### src/rtl/hazard_stall_controller.sv
// Hazard/stall producer: load-use, branch-on-EX/MEM and dmem-wait controls,
// plus stall and flush performance counters.
module hazard_stall_controller #(
  parameter int CNT_W = 32
) (
  input  logic             clk,
  input  logic             rst,
  input  logic [4:0]       ID_Rs1,
  input  logic [4:0]       ID_Rs2,
  input  logic             ID_UsesRs1,
  input  logic             ID_UsesRs2,
  input  logic             ID_IsBranch,
  input  logic             ID_BranchTaken,
  input  logic             EX_RegWrite,
  input  logic             EX_MemRead,
  input  logic [4:0]       EX_Rd,
  input  logic             MEM_MemRead,
  input  logic [4:0]       MEM_Rd,
  input  logic             dmem_ready,
  output logic             PC_Write,
  output logic             IF_ID_Write,
  output logic             ID_EX_Bubble,
  output logic             IF_ID_Flush,
  output logic             Pipe_Freeze,
  output logic [CNT_W-1:0] stall_cycles,
  output logic [CNT_W-1:0] flush_count
);

  typedef enum logic {RUN, HAZ_STALL} state_t;

  state_t           r_state;
  state_t           w_state_nx;
  logic [1:0]       r_cnt;
  logic [1:0]       w_cnt_nx;
  logic [CNT_W-1:0] r_stall_cycles;
  logic [CNT_W-1:0] r_flush_count;
  logic             w_ex_match;
  logic             w_mem_match;
  logic [1:0]       w_need;

  assign w_ex_match = (EX_Rd != 5'd0) &&
                      ((ID_UsesRs1 && ID_Rs1 == EX_Rd) ||
                       (ID_UsesRs2 && ID_Rs2 == EX_Rd));

  assign w_mem_match = (MEM_Rd != 5'd0) &&
                       ((ID_UsesRs1 && ID_Rs1 == MEM_Rd) ||
                        (ID_UsesRs2 && ID_Rs2 == MEM_Rd));

  // Largest applicable term wins, so the 2-cycle case is tested first.
  always_comb begin
    w_need = 2'd0;
    if (ID_IsBranch && EX_MemRead && w_ex_match)
      w_need = 2'd2;
    else if (EX_MemRead && w_ex_match)
      w_need = 2'd1;
    else if (ID_IsBranch && EX_RegWrite && w_ex_match)
      w_need = 2'd1;
    else if (ID_IsBranch && MEM_MemRead && w_mem_match)
      w_need = 2'd1;
  end

  always_comb begin
    w_state_nx   = r_state;
    w_cnt_nx     = r_cnt;
    PC_Write     = 1'b1;
    IF_ID_Write  = 1'b1;
    ID_EX_Bubble = 1'b0;
    IF_ID_Flush  = 1'b0;
    Pipe_Freeze  = 1'b0;
    if (!dmem_ready) begin
      Pipe_Freeze = 1'b1;
      PC_Write    = 1'b0;
      IF_ID_Write = 1'b0;
    end else if (r_state == HAZ_STALL) begin
      PC_Write     = 1'b0;
      IF_ID_Write  = 1'b0;
      ID_EX_Bubble = 1'b1;
      w_cnt_nx     = r_cnt - 2'd1;
      if (r_cnt == 2'd1)
        w_state_nx = RUN;
    end else if (w_need != 2'd0) begin
      PC_Write     = 1'b0;
      IF_ID_Write  = 1'b0;
      ID_EX_Bubble = 1'b1;
      if (w_need == 2'd2) begin
        w_state_nx = HAZ_STALL;
        w_cnt_nx   = 2'd1;
      end
    end else begin
      IF_ID_Flush = ID_BranchTaken && ID_IsBranch;
    end
  end

  always_ff @(posedge clk) begin
    if (rst) begin
      r_state        <= RUN;
      r_cnt          <= 2'd0;
      r_stall_cycles <= '0;
      r_flush_count  <= '0;
    end else begin
      r_state        <= w_state_nx;
      r_cnt          <= w_cnt_nx;
      r_stall_cycles <= r_stall_cycles + {{(CNT_W-1){1'b0}}, ~PC_Write};
      r_flush_count  <= r_flush_count + {{(CNT_W-1){1'b0}}, IF_ID_Flush};
    end
  end

  assign stall_cycles = r_stall_cycles;
  assign flush_count  = r_flush_count;

endmodule
### config.mk
export PLATFORM = sky130hd
export DESIGN_NAME = hazard_stall_controller
export DESIGN_NICKNAME = d
export VERILOG_FILES = /design/src/rtl/hazard_stall_controller.sv
export SDC_FILE = /design/constraint.sdc
export NUM_CORES = 1
export LEC_CHECK = 0
export BUFFER_PORTS_ARGS = -buffer_cell sky130_fd_sc_hd__buf_2
export CAP_MARGIN = 20
export CORE_ASPECT_RATIO = 1.75
export CORE_MARGIN = 4
export CORE_UTILIZATION = 45
export CTS_CLUSTER_DIAMETER = 200
export DETAILED_ROUTE_END_ITERATION = 10
export PLACE_DENSITY = 0.78
export RECOVER_POWER = 25
export SLEW_MARGIN = 15
export SYNTH_ARGS = -nofsm -noshare
export SYNTH_HDL_FRONTEND = slang
export SYNTH_SLANG_ARGS = --single-unit
### constraint.sdc
create_clock -name clk -period 2.64 [get_ports clk]
set_input_delay 0.396 -clock clk [delete_from_list [all_inputs] [get_ports clk]]
set_output_delay 0.396 -clock clk [all_outputs]
set_load 0.03 [all_outputs]
==> impl_metrics.json, run 1 <==
{
  "postCtsHoldBufs": 0,
  "cp_data_arrival_time_ps": 2670,
  "r2r_end": "flush_count[25]",
  "worstHoldEndpoint": "r_state",
  "power.leakage_nw": 1.83,
  "clk_pin_slew_ps": 50,
  "synth-xor-area-share": 0.187,
  "vdd_ir_drop_max_mv": 0.396,
  "synth_top_family_by_area": "simple AND/OR/NAND/NOR gates",
  "grt_pass1_vias": 3174,
  "ant_nets": 0,
  "coreArea_sq_um": 7510,
  "hold_path_class": "primary input to register",
  "track_usage": 0.191,
  "use_met3": 0.0420,
  "die-area_sq_um": 9230,
  "rr_startpoint": "flush_count[2]",
  "worstSetupPathType": "primary input to register",
  "final.setup_skew_ps": 4.88,
  "path_cells": "buf_2 > buf_4 > or4_4 > nor2_2 > nor3_2 > nor4_4 > ha_4 > buf_4 > nand4_1 > buf_4 > nor4_2 > xnor2_1 > nor2_1",
  "synth_cell_type_count": 44,
  "busiest_layer": "met2",
  "viasPerCell": 5.33,
  "yosys-mux-area-fraction": 0,
  "die_y_um": 124,
  "period_needed_ps": 2480,
  "pre_cts_slack_ps": -365,
  "insertion_delay_ps": 330,
  "cp_max_fo": 6,
  "first_pass_iters": 5,
  "hold_viol": 0,
  "htreeDepth": 3,
  "rsz0062_at_grt": "false",
  "synth_nets": 429,
  "clock-sinks": 67,
  "fin_nets": 553,
  "port_buffers": 98,
  "io_pins": 99,
  "layout_setup_ws_ps": 160,
  "slew_headroom": 0.364,
  "worstMarginPinSlew_ps": 954,
  "route.detailed.drc": 0,
  "cpPeakStageDelay_ps": 470,
  "cellPowerDensity_nw_per_um2": 505,
  "antenna_found_initial": 0,
  "ys_ff_latch": 67,
  "setup_viol": 0,
  "gr-usage-met1": 0.197,
  "drive_above_1_share": 0.298,
  "start_util": 0.462,
  "clock_path_buffers": 2,
  "grt_max_degree": 67,
  "drt-initial-drc-count": 139,
  "status": "finished, final reports clean",
  "crit_path_start_kind": "primary input",
  "netlist_area_sq_um": 3470,
  "fmax_ghz": 0.403,
  "crit_cells": 13,
  "grt_pass1_wl_um": 13800,
  "ctsRootBufferMaster": "clkbuf_16",
  "hold_path_depth": 2,
  "synth_compound_area_frac": 0.0494,
  "critPathSlowestCell": "or4_4",
  "vias": 3243,
  "n_fill_cell": 633,
  "final_cell_mix": "67 x dfxtp_1, 64 x buf_2, 59 x nor2_1",
  "final_common_cell": "dfxtp_1",
  "cpMostUsedCell": "buf_4",
  "cts_tree": "done",
  "hp-start": "dmem_ready",
  "synthAdderAreaFrac": 0.0216,
  "syn_avg_cell_area_sq_um": 8.83,
  "maxCapViolCount": 0,
  "period_share": 0.939,
  "grtUsageMet2": 0.348,
  "dp_hpwl_um": 6370,
  "yosys.area_share.simple": 0.298,
  "cts_made_buffers": 9,
  "place_congestion": 0.936,
  "crit_family": "simple AND/OR/NAND/NOR gates",
  "drt_wl_total_um": 8650,
  "r2r_setup_slack_ps": 470,
  "slew_violations": 0,
  "end_kind": "register",
  "placed_cells": 589,
  "wire_per_inst_um": 14.2,
  "area_growth_pct": 35.6,
  "r2r_cells": 5,
  "num_rows": 42,
  "synth_warnings": 0,
  "antenna_cells": 0,
  "die_w_um": 74.4,
  "crit_buf_inv": 4,
  "holdWs_ps": 433,
  "ys_seq_area_frac": 0.387,
  "total_power_mw": 2.37,
  "crit_required_ps": 2830,
  "syn_inst": 393,
  "overflow": 0,
  "timing.setup.tns_ps": 0,
  "final_cells": 609
}
==> power breakdown <==
part / leakage, nW / total, mW / internal (mW) / switching (mW)
registers: 0.540 / 1.02 / 1.02 / 0.00689
logic: 1.14 / 0.155 / 0.0647 / 0.0903
clock network: 0.146 / 1.19 / 0.776 / 0.418
total: 1.83 / 2.37 / 1.86 / 0.515
==> per-layer routing <==
metal,up-vias,routed length (um),part of all wire
met3,21,485,0.056
met5,-,0,0
met4,0,267,0.031
met2,95,4640,0.54
li1,1611,-,-
met1,1516,3260,0.38
==> logic make-up after synthesis <==
group,Yosys count
AND/OR/NAND/NOR,189
adder cells (fa/ha/maj),6
XOR/XNOR,74
flip-flops,67
buffers and inverters,31
AO/OA/AOI/OAI,26
==> timing repair <==
action,in CTS,in global routing
setup buffers,0,4
setup endpoints to repair,2,40
pin swaps,0,7
cloned,0,1
resized for setup,1,21
==> registers in the layout, indices dropped and copies added (netlist names) <==
signal	cells
flush_count	32
r_cnt	2
r_state	1
stall_cycles	32
==> through the flow <==
step / area (sq um) / utilization
2_1_floorplan: 3610 / -
3_3_place_gp: 4260 / 0.567
3_5_place_dp: 4260 / 0.567
4_1_cts: 4560 / 0.607
5_1_grt: 4700 / 0.626
6_report: 4700 / 0.626
==> synth_stat cells, drive strengths merged <==
master | instances | area share
and3 | 9 | 0.017
nand3 | 26 | 0.039
or4 | 2 | 0.0043
clkbuf | 6 | 0.0065
dlymetal6s4s | 1 | 0.0036
or3 | 7 | 0.013
a32oi | 1 | 0.0025
a41o | 1 | 0.0029
nand2 | 20 | 0.022
a21bo | 1 | 0.0029
and4 | 6 | 0.016
a21oi | 8 | 0.012
nand4 | 9 | 0.021
nor3 | 16 | 0.023
dfxtp | 67 | 0.39
o211ai | 1 | 0.0022
a211oi | 1 | 0.0022
nor4 | 25 | 0.062
nand3b | 2 | 0.0043
a31oi | 2 | 0.0036
nor2b | 4 | 0.0072
nor2 | 60 | 0.065
and2 | 3 | 0.0054
o31a | 3 | 0.0076
inv | 15 | 0.016
ha | 6 | 0.022
xor2 | 28 | 0.071
a21o | 2 | 0.0043
bufbuf | 1 | 0.0094
o41ai | 1 | 0.0025
xnor2 | 46 | 0.12
o21ai | 5 | 0.0072
buf | 8 | 0.022
==> layout make-up <==
cell class | instances | area [sq um] | area share
multi-input cells | 296 | 2220 | 0.473
flip-flops and latches | 67 | 1340 | 0.285
repair buffers | 128 | 677 | 0.144
clock buffers | 13 | 260 | 0.0553
well taps | 88 | 110 | 0.0234
inverters | 15 | 56.3 | 0.0120
clock inverters | 2 | 35.0 | 0.00745
==> worst max path at each step <==
stage / slack (ps) / to / start
floorplan: -190 / flush_count[31] / MEM_Rd[1]
global placement: -270 / flush_count[30] / EX_Rd[2]
detailed placement: -370 / stall_cycles[26] / EX_Rd[0]
CTS: 30 / stall_cycles[24] / EX_Rd[2]
global route: 1 / flush_count[21] / MEM_Rd[1]
finish: 160 / flush_count[25] / EX_Rd[2]
==> worst register-to-register path, delay by kind of cell (launching register included) <==
family        cells  cell delay, ps
xor+xnor          1             160
flops             1             430
simple gates      4            1450
No activity file was read; power rests on OpenSTA's default activity.
==> run 2: changes to the inputs <==
ABC_AREA = 1   (was not set)
PLACE_DENSITY = 0.75   (was 0.78)
clock period = 2.4 ns   (was 2.64 ns; I/O delays follow)
==> impl_metrics.json, run 2 <==
{
  "status": "finished, final reports clean",
  "final.setup_skew_ps": 5.05,
  "maxCapViolCount": 0,
  "met1_length_um": 3780,
  "placed_area_sq_um": 4550,
  "synth_warnings": 0,
  "area_growth_pct": 45.6,
  "synth_nets": 582,
  "fin_nets": 722,
  "final_cells": 781,
  "p_comb_frac": 0.095,
  "timing.setup.tns_ps": 0,
  "postCtsHoldBufs": 0,
  "first_pass_iters": 5,
  "drive_above_1_share": 0.352,
  "hold_path_class": "primary input to register",
  "drt-initial-drc-count": 199,
  "cts_tree": "done",
  "final_common_cell": "nand2_1",
  "clk_pin_slew_ps": 50,
  "track_usage": 0.222,
  "dp_hpwl_um": 8080,
  "synth_common_cells": "116 x nand2_1, 86 x nor2_1, 81 x inv_1, 67 x dfxtp_1, 35 x a21oi_1",
  "placed_cells": 752,
  "hold_viol": 0,
  "drt_wl_total_um": 10900,
  "dr_wl_met2_um": 6010,
  "worstMarginPinSlew_ps": 446,
  "p_seq_frac": 0.434,
  "io_pins": 99,
  "cellPowerDensity_nw_per_um2": 493,
  "maxUsedRoutingLayer": "met4",
  "start_util": 0.458,
  "clock_path_buffers": 2,
  "ctsRootBufferMaster": "clkbuf_16",
  "htreeDepth": 3,
  "synth_top_cell_area_share": 0.371,
  "switching_power_mw": 0.624,
  "synth.most_common_cell": "nand2_1",
  "clock-sinks": 67,
  "grt_pass1_wl_um": 16600,
  "worstSetupPathType": "primary input to register",
  "overflow": 0,
  "fin_area_sq_um": 5270,
  "netlist_area_sq_um": 3620,
  "synth_area_leaders": "dfxtp_1 37%, nand2_1 12%, nor2_1 8.9%, inv_1 8.4%, a21oi_1 4.8%",
  "antenna_cells": 0,
  "insertion_delay_ps": 330,
  "met3_length_um": 619,
  "p_int_mw": 1.97,
  "place_congestion": 1.01,
  "vias": 4101,
  "rsz0062_at_grt": "true",
  "ys_ff_latch": 67,
  "syn_inst": 546,
  "power.leakage_nw": 2.33,
  "crit_required_ps": 2670,
  "grt_pass1_vias": 3749,
  "cts_made_buffers": 9,
  "clkPwrFrac": 0.471,
  "ant_nets": 0,
  "crit_path_start_kind": "primary input",
  "p_sw_frac": 0.240,
  "final_cell_mix": "101 x nand2_1, 79 x buf_2, 74 x nor2_1",
  "async_flop_share": 0,
  "slew_headroom": 0.702,
  "slew_violations": 0,
  "period_share": 0.986,
  "synth_enable_flop_cells": 0,
  "die_y_um": 127,
  "cp_max_fo": 5,
  "coreArea_sq_um": 7910,
  "grt_max_degree": 36,
  "syn_avg_cell_area_sq_um": 6.63,
  "port_buffers": 98,
  "synth_ff_type": "dfxtp_1",
  "end_kind": "register",
  "fmax_ghz": 0.423,
  "total_power_mw": 2.60,
  "synth_cell_type_count": 43,
  "route.detailed.drc": 0,
  "num_rows": 43,
  "fin_util": 0.666,
  "vdd_ir_drop_max_mv": 0.365,
  "period_needed_ps": 2370,
  "cp_data_arrival_time_ps": 2630,
  "die-area_sq_um": 9600,
  "die_w_um": 75.8,
  "viasPerCell": 5.25,
  "setup_viol": 0,
  "antenna_found_initial": 0,
  "ys_seq_area_frac": 0.371,
  "wire_per_inst_um": 14.0,
  "synth_top_area_cell": "dfxtp_1"
}
[run 2: cell count changes in the layout (fill, tap and decap cells not counted), sizes merged, moves of 19 or more]
| cell | previous run | this run |
|---|---|---|
| a21oi | 8 | 35 |
| buf | 94 | 137 |
| clkbuf | 47 | 12 |
| inv | 15 | 82 |
| nand2 | 20 | 119 |
| nor2 | 60 | 92 |
| nor4 | 25 | 1 |
| o21ai | 5 | 24 |
| xnor2 | 46 | 2 |
| xor2 | 28 | 4 |
[run 2: path summary, 6_finish.rpt]
path	start	end	slack (ps)	depth (start not counted)
max	MEM_Rd[3]	stall_cycles[30]	30	19
min	dmem_ready	r_state	350	3
max reg2reg	r_state	flush_count[22]	220	13
min reg2reg	stall_cycles[24]	stall_cycles[24]	470	2
[run 2: power by group through the flow]
| stage | clock network (mW) | registers (mW) | logic, mW |
|---|---|---|---|
| after floorplan | 0 | 1.16 | 0.105 |
| after global routing | 1.29 | 1.13 | 0.266 |
| after global placement | 0 | 1.15 | 0.194 |
| final | 1.22 | 1.13 | 0.246 |
| after detailed placement | 0 | 1.15 | 0.196 |
| after CTS | 1.25 | 1.13 | 0.200 |
[run 2: cell families after synthesis]
kind of cell,after synthesis,synth area share
AO/OA/AOI/OAI,77,0.120
flip-flops,67,0.371
buffers and inverters,91,0.0954
XOR/XNOR,6,0.0145
AND/OR/NAND/NOR,299,0.379
adder cells (fa/ha/maj),6,0.0207
[run 2: critical path, cell delays in order]
cell and delay (ps):
buf_8 110, or2_4 240, a21oi_2 140, nand3_2 80, nand2_1 80, nand2_2 60
nand4_1 200, ha_2 260, ha_4 150, nand2_4 50, inv_4 60, nand3_4 70
nor2_4 150, nand3_4 120, nor2_4 130, nand2_2 80, inv_4 80, nand3_2 60
a21oi_2 140
[run 2: timing repair]
| action | CTS | global route |
|---|---|---|
| pin swaps | 5 | 40 |
| buffers inserted | 2 | 11 |
| setup endpoints to repair | 11 | 40 |
| resized for setup | 6 | 102 |
[run 2: per-layer routing]
metal / global-route usage / vias up
met3: 0.0389 / 39
met5: 0 / -
li1: - / 2049
met4: 0.150 / 0
met2: 0.393 / 143
met1: 0.223 / 1870
[run 2: through the flow]
| stage | hold slack (ps) | setup slack [ps] |
|---|---|---|
| final | 355 | 34.5 |
| after global routing | 369 | -141 |
| after CTS | 348 | 8.61 |
| after detailed placement | 459 | -420 |
| after global placement | 453 | -348 |
| after floorplan | 439 | -117 |
[run 2: layout make-up]
cell class / count / area, sq um
inverter: 83 / 369
tap: 90 / 113
clock buffer: 12 / 256
sequential: 67 / 1340
timing repair buffer: 137 / 918
multi-input combinational: 388 / 2250
fill: 701 / 2640
clock inverter: 4 / 25.0
